==> src/rtl/rbm_pkg.sv <==
// Shared defaults, FSM state encoding and address-width helper
// for the RBM inference sequencer.
package rbm_pkg;

    localparam int N_VIS_DEF    = 784;
    localparam int N_HID_DEF    = 441;
    localparam int N_CLS_DEF    = 10;
    localparam int W_BITS_DEF   = 12;
    localparam int CNT_BITS_DEF = 8;

    typedef enum logic [2:0] {
        S_IDLE,
        S_HID,
        S_HID_CAP,
        S_CLS,
        S_CLS_CAP,
        S_ITER_END,
        S_DONE
    } rbm_state_t;

    // Never return a zero-width address for single-entry memories
    function automatic int addr_w(input int n);
        return (n > 1) ? $clog2(n) : 1;
    endfunction

    localparam int VIS_AW_DEF = addr_w(N_VIS_DEF);
    localparam int HID_AW_DEF = addr_w(N_HID_DEF + 1);
    localparam int CLS_AW_DEF = addr_w(N_CLS_DEF);

endpackage

==> src/rtl/rbm_argmax.sv <==
// N-way maximum search over packed spike counters.
// Strict greater-than keeps the lowest index on ties.
module rbm_argmax
    import rbm_pkg::*;
#(
    parameter int N_CLS    = N_CLS_DEF,
    parameter int CNT_BITS = CNT_BITS_DEF,
    parameter int IDX_W    = addr_w(N_CLS)
) (
    input  logic [N_CLS*CNT_BITS-1:0] i_counts,
    output logic [IDX_W-1:0]          o_idx
);

    logic [CNT_BITS-1:0] w_best;

    always_comb begin
        o_idx  = '0;
        w_best = i_counts[CNT_BITS-1:0];
        for (int i = 1; i < N_CLS; i++) begin
            if (i_counts[i*CNT_BITS +: CNT_BITS] > w_best) begin
                w_best = i_counts[i*CNT_BITS +: CNT_BITS];
                o_idx  = IDX_W'(i);
            end
        end
    end

endmodule

==> src/rtl/rbm_sequencer.sv <==
// Drives hidden and classifier neuron passes through a shared
// neuron core and accumulates classifier spikes per iteration.
module rbm_sequencer
    import rbm_pkg::*;
#(
    parameter int N_VIS    = N_VIS_DEF,
    parameter int N_HID    = N_HID_DEF,
    parameter int N_CLS    = N_CLS_DEF,
    parameter int W_BITS   = W_BITS_DEF,
    parameter int CNT_BITS = CNT_BITS_DEF,
    localparam int VIS_AW  = addr_w(N_VIS),
    localparam int HID_AW  = addr_w(N_HID + 1),
    localparam int CLS_AW  = addr_w(N_CLS)
) (
    input  logic                      i_clock,
    input  logic                      i_reset,
    input  logic                      i_start,
    input  logic [CNT_BITS-1:0]       i_iter_num,
    output logic                      o_busy,
    output logic                      o_done,
    output logic [VIS_AW-1:0]         o_vis_addr,
    input  logic                      i_vis_bit,
    output logic [HID_AW-1:0]         o_hid_addr,
    output logic [CLS_AW-1:0]         o_cls_addr,
    input  logic [W_BITS-1:0]         i_h_value,
    input  logic [W_BITS-1:0]         i_c_value,
    input  logic                      i_sw_bit,
    output logic                      o_core_en_hidden,
    output logic                      o_core_en_classi,
    output logic                      o_core_first,
    output logic                      o_core_pixel,
    output logic [W_BITS-1:0]         o_core_value,
    output logic                      o_core_switch,
    input  logic                      i_core_hidden,
    input  logic                      i_core_spike,
    output logic [N_CLS*CNT_BITS-1:0] o_spike_count,
    output logic [CLS_AW-1:0]         o_class_out
);

    localparam int K_W = addr_w(N_VIS + 1);

    rbm_state_t                r_state;
    logic [K_W-1:0]            r_k;
    logic [HID_AW-1:0]         r_hid;
    logic [CLS_AW-1:0]         r_cls;
    logic [CNT_BITS-1:0]       r_iter;
    logic [CNT_BITS-1:0]       r_iter_num;
    logic [N_HID:0]            r_hbuf;
    logic [N_CLS*CNT_BITS-1:0] r_cnt;
    logic [CLS_AW-1:0]         r_class;
    logic                      r_busy;
    logic                      r_done;

    logic [CLS_AW-1:0]         w_argmax;
    logic [CNT_BITS-1:0]       w_cur_cnt;
    logic [CNT_BITS-1:0]       w_iter_nxt;
    logic                      w_vis_bias;
    logic                      w_cls_bias;

    rbm_argmax #(
        .N_CLS    (N_CLS),
        .CNT_BITS (CNT_BITS),
        .IDX_W    (CLS_AW)
    ) u_argmax (
        .i_counts (r_cnt),
        .o_idx    (w_argmax)
    );

    always_comb begin
        w_cur_cnt  = r_cnt[int'(r_cls)*CNT_BITS +: CNT_BITS];
        w_iter_nxt = r_iter + 1'b1;
        w_vis_bias = (r_k == K_W'(N_VIS));
        w_cls_bias = (r_hid == HID_AW'(N_HID));
    end

    always_ff @(posedge i_clock) begin
        if (i_reset) begin
            r_state    <= S_IDLE;
            r_k        <= '0;
            r_hid      <= '0;
            r_cls      <= '0;
            r_iter     <= '0;
            r_iter_num <= '0;
            r_hbuf     <= '0;
            r_cnt      <= '0;
            r_class    <= '0;
            r_busy     <= 1'b0;
            r_done     <= 1'b0;
        end else begin
            r_done <= 1'b0;
            unique case (r_state)
                S_IDLE: begin
                    if (i_start) begin
                        r_k        <= '0;
                        r_hid      <= '0;
                        r_cls      <= '0;
                        r_iter     <= '0;
                        r_iter_num <= i_iter_num;
                        r_hbuf     <= '0;
                        r_cnt      <= '0;
                        r_class    <= '0;
                        if (i_iter_num == '0) begin
                            r_state <= S_DONE;
                            r_done  <= 1'b1;
                        end else begin
                            r_state <= S_HID;
                            r_busy  <= 1'b1;
                        end
                    end
                end
                S_HID: begin
                    if (w_vis_bias) begin
                        r_k     <= '0;
                        r_state <= S_HID_CAP;
                    end else begin
                        r_k <= r_k + 1'b1;
                    end
                end
                S_HID_CAP: begin
                    r_hbuf[r_hid] <= i_core_hidden;
                    if (r_hid == HID_AW'(N_HID - 1)) begin
                        r_hid   <= '0;
                        r_state <= S_CLS;
                    end else begin
                        r_hid   <= r_hid + 1'b1;
                        r_state <= S_HID;
                    end
                end
                S_CLS: begin
                    if (w_cls_bias) begin
                        r_state <= S_CLS_CAP;
                    end else begin
                        r_hid <= r_hid + 1'b1;
                    end
                end
                S_CLS_CAP: begin
                    // Counters stick at all-ones rather than wrapping
                    if (i_core_spike && (w_cur_cnt != '1)) begin
                        r_cnt[int'(r_cls)*CNT_BITS +: CNT_BITS] <=
                            w_cur_cnt + 1'b1;
                    end
                    r_hid <= '0;
                    if (r_cls == CLS_AW'(N_CLS - 1)) begin
                        r_cls   <= '0;
                        r_state <= S_ITER_END;
                    end else begin
                        r_cls   <= r_cls + 1'b1;
                        r_state <= S_CLS;
                    end
                end
                S_ITER_END: begin
                    r_iter <= w_iter_nxt;
                    if (w_iter_nxt == r_iter_num) begin
                        r_state <= S_DONE;
                        r_done  <= 1'b1;
                        r_busy  <= 1'b0;
                        r_class <= w_argmax;
                    end else begin
                        r_state <= S_HID;
                    end
                end
                S_DONE: begin
                    r_state <= S_IDLE;
                end
                default: begin
                    r_state <= S_IDLE;
                end
            endcase
        end
    end

    always_comb begin
        o_core_en_hidden = (r_state == S_HID) || (r_state == S_HID_CAP);
        o_core_en_classi = (r_state == S_CLS) || (r_state == S_CLS_CAP);
        o_core_switch    = o_core_en_hidden & i_sw_bit;
        o_core_first     = 1'b0;
        o_core_pixel     = 1'b0;
        o_core_value     = '0;
        if (r_state == S_HID) begin
            o_core_first = (r_k == '0);
            o_core_pixel = w_vis_bias ? 1'b1 : i_vis_bit;
            o_core_value = i_h_value;
        end else if (r_state == S_CLS) begin
            o_core_first = (r_hid == '0);
            o_core_pixel = w_cls_bias ? 1'b1 : r_hbuf[r_hid];
            o_core_value = i_c_value;
        end
    end

    assign o_busy        = r_busy;
    assign o_done        = r_done;
    assign o_vis_addr    = r_k[VIS_AW-1:0];
    assign o_hid_addr    = r_hid;
    assign o_cls_addr    = r_cls;
    assign o_spike_count = r_cnt;
    assign o_class_out   = r_class;

endmodule

==> config.mk <==
export PLATFORM = sky130hd
export DESIGN_NAME = rbm_sequencer
export DESIGN_NICKNAME = d
export VERILOG_FILES = /design/src/rtl/rbm_pkg.sv /design/src/rtl/rbm_argmax.sv /design/src/rtl/rbm_sequencer.sv
export SDC_FILE = /design/constraint.sdc
export NUM_CORES = 2
export LEC_CHECK = 0
export CORE_MARGIN = 2
export CORE_UTILIZATION = 36
export CTS_BUF_LIST = sky130_fd_sc_hd__clkbuf_8
export DETAILED_ROUTE_END_ITERATION = 10
export PLACE_DENSITY = 0.57
export SYNTH_ARGS = -nofsm -noshare
export SYNTH_HDL_FRONTEND = slang
export SYNTH_SLANG_ARGS = --single-unit
export TNS_END_PERCENT = 30
==> constraint.sdc <==
create_clock -name i_clock -period 37.6 [get_ports i_clock]
set_input_delay 7.52 -clock i_clock [delete_from_list [all_inputs] [get_ports i_clock]]
set_output_delay 7.52 -clock i_clock [all_outputs]
set_load 0.02 [all_outputs]
==> flow_metrics.tcl <==
set metrics [dict create \
    io_buffers 164 \
    root_buffer "clkbuf_8" \
    tns_ns 0 \
    synth_top_family_by_area "compound AO/OA/AOI/OAI gates" \
    cts.sink_count 570 \
    synthXorXnorAreaFrac_pct 0.6901 \
    grt_usage_pct 25.24 \
    initial_utilization_pct 36.46 \
    drtPass1Iterations 6 \
    gp_congestion 0.9061 \
    synth_adder_area_share_pct 3.147 \
    placementRows 108 \
    layout_common_cells "a21oi_1, dfxtp_1, nand2_1" \
    syn-cell-area_sq_um 31730 \
    synth_nets 4120 \
    ys_dominant_reg_cell "dfxtp_1" \
    tightest_slew_ns 1.323 \
    worst_hold_path_type "reg -> reg" \
    clock_latency_ns 0.73 \
    die_w_um 300.9 \
    power_density_nw_per_um2 38.65 \
    h-tree-depth 3 \
    postCtsResizedCells 0 \
    total_power_w 0.001390 \
    worst_hold_slack_ns 0.4679 \
    startpoint_type "flip-flop" \
    worstPathMaxFanout 31 \
    mostFrequentLayoutCell "a21oi_1" \
    p_comb_share_pct 12.9 \
    drive_gt1_share_pct 12.06 \
    end_kind "flip-flop" \
    path_delay_family "compound AO/OA/AOI/OAI gates" \
    drt_iter0_drc 3846 \
    antenna_found_initial 2 \
    fmax_mhz 53.36 \
    synth.avg_cell_area_sq_um 7.928 \
    ctsHoldBuffers 0 \
    slew_violations 0 \
    setup_viol_count_final 0 \
    power.internal_w 0.0009825 \
    crit_path_frequent_cell "o21ai_0" \
    yosys_warnings 0 \
    synth_edf_count 0 \
    drt-total-wl_um 118400 \
    status "finished clean" \
    drc 0 \
    finClkSkew_ns 0.04647 \
    finalCriticalPeriod_ns 18.74 \
    first_global_vias 28402 \
    via_per_inst 5.954 \
    drv_cap 0 \
    cts_buffer_depth 3 \
    fp.dieArea_sq_um 90530 \
    fin_ws_ns 18.86 \
    peakVddDrop_mv 0.02848 \
    post-route-util_pct 41.34 \
    crit_required_ns 38.27 \
    timing.final.crit_share_pct 49.85 \
    slowest_delay_ns 0.81 \
    synth_cell_type_count 83 \
    slowest_stage "o22ai_1" \
    dpl_worst_slack_ns 19.04 \
    seqPwrFrac_pct 44.2 \
    area_growth_pct 13.39 \
    synth_compound_area_share_pct 28.43 \
    criticalPathCategory "reg -> reg" \
    synth-seq-cells 570 \
    cts_buffers 99 \
    ios 165 \
    rsz0062_at_grt "false" \
    ant_nets 0 \
    async_flop_share_pct 0 \
    p_sw_share_pct 29.34 \
    synth_cells 4002 \
    core-area_sq_um 87020 \
    layout.nets 4026 \
    synth-simple-area-share_pct 12.95 \
    clkTransAtPathRegs_ns 0.06 \
    relSlewSlack_pct 11.62 \
    grt_overflow_total 0 \
    post_cts_buffers 0 \
    synthMuxAreaShare_pct 12.92 \
    vias 30632 \
    die_y_um 300.9 \
    worstPathArrival_ns 19.41 \
    clkPwrFrac_pct 42.9 \
    dpl.hpwl_um 66000 \
    wl_per_cell_um 23.02 \
    cts_tree "built" \
    p_switching_w 0.0004080 \
    yosysSeqAreaShare_pct 35.96 \
    timing.critical_path.buf_inv 6 \
    grt_max_degree 244 \
    power.leakage_nw 12.24 \
    hold_viol 0 \
    grt_pass1_wl_um 178600 \
]
==> state kept, by name, summed over array words and instances, names as in the netlist <==
name and cells:
r_hbuf 442, o_spike_count 80, o_vis_addr 10, o_hid_addr 9, r_iter 8, r_iter_num 8, o_class_out 4, o_cls_addr 4
r_state 3, o_busy 1, o_done 1
==> area by class of cell <==
type | instances | area, sq um
sequential | 570 | 11420
clock buffer | 133 | 1831
antenna | 1 | 2.502
clock inverter | 49 | 242.7
fill | 8757 | 51050
tap | 1155 | 1445
multi-input combinational | 2941 | 18640
timing repair buffer | 226 | 2137
inverter | 70 | 262.8
==> stage by stage <==
step	cell area (sq um)	instances
3_3_place_gp	33900	4962
5_1_grt	35980	5145
6_report	35980	5145
2_1_floorplan	31730	4002
3_5_place_dp	33900	4962
4_1_cts	35980	5144
==> synthesized netlist by cell type, types with 11 or more instances <==
library cell,number,area share [%]
a21oi_1,953,15
dfxtp_1,570,36
nand2_1,541,6.4
o21ai_0,512,8.1
clkbuf_1,354,4.2
nor2_1,192,2.3
mux4_2,161,11
ha_1,79,3.1
a22oi_1,72,1.7
inv_1,68,0.80
buf_1,52,0.62
nand3_1,38,0.60
mux2i_1,36,1.1
and3_1,28,0.55
nor3_1,27,0.43
nor2b_1,22,0.43
a21o_1,19,0.45
a31oi_1,19,0.37
o21ai_1,15,0.24
a22o_1,14,0.39
and2_1,14,0.28
nand4_1,14,0.28
xor2_1,14,0.39
o31a_1,12,0.33
buf_2,11,0.17
nand3b_1,11,0.26
xnor2_1,11,0.30
==> cell families after synthesis <==
kind of cell,Yosys count
buffers and inverters,491
DFF,570
and+or+nand+nor,948
xor gates and xnor gates,25
adders and majority gates,80
AOI/OAI and AO/OA,1681
muxes,207
==> worst paths after layout <==
check                   start        endpoint  slack [ns]  cells past startpoint
max          o_spike_count[1]  o_class_out[2]       18.86                     92
min reg2reg     r_iter_num[0]   r_iter_num[0]        0.47                      2
max reg2reg  o_spike_count[1]  o_class_out[2]       18.86                     92
min             r_iter_num[0]   r_iter_num[0]        0.47                      2
==> worst reg2reg max path: cells and delay by family (launching register included) <==
family | cells | cell delay (ns)
AO/OA/AOI/OAI | 48 | 9.65
adder cells (fa/ha/maj) | 9 | 2.40
buffers and inverters | 6 | 0.76
flip-flops | 1 | 0.38
multiplexers | 4 | 1.41
AND/OR/NAND/NOR | 25 | 4.09
==> per-layer routing <==
metal / vias to the layer above / GRT usage [%] / share of wire (%)
met5: - / 0 / 0.011
met1: 14857 / 33.63 / 42
met3: 255 / 4.444 / 7.6
met2: 1327 / 41.14 / 47
li1: 14191 / - / -
met4: 2 / 8.766 / 3.4
==> power by group through the flow <==
| stage | logic, W | clock network (W) | registers, W |
|---|---|---|---|
| 6_report | 0.000179 | 0.000596 | 0.000615 |
| 5_1_grt | 0.000195 | 0.000631 | 0.000615 |
| 4_1_cts | 0.000178 | 0.000603 | 0.000615 |
| 3_5_place_dp | 0.000177 | 0 | 0.000628 |
| 3_3_place_gp | 0.000177 | 0 | 0.000628 |
| 2_1_floorplan | 0.000130 | 0 | 0.000621 |
No activity file was read; power rests on OpenSTA's default activity.
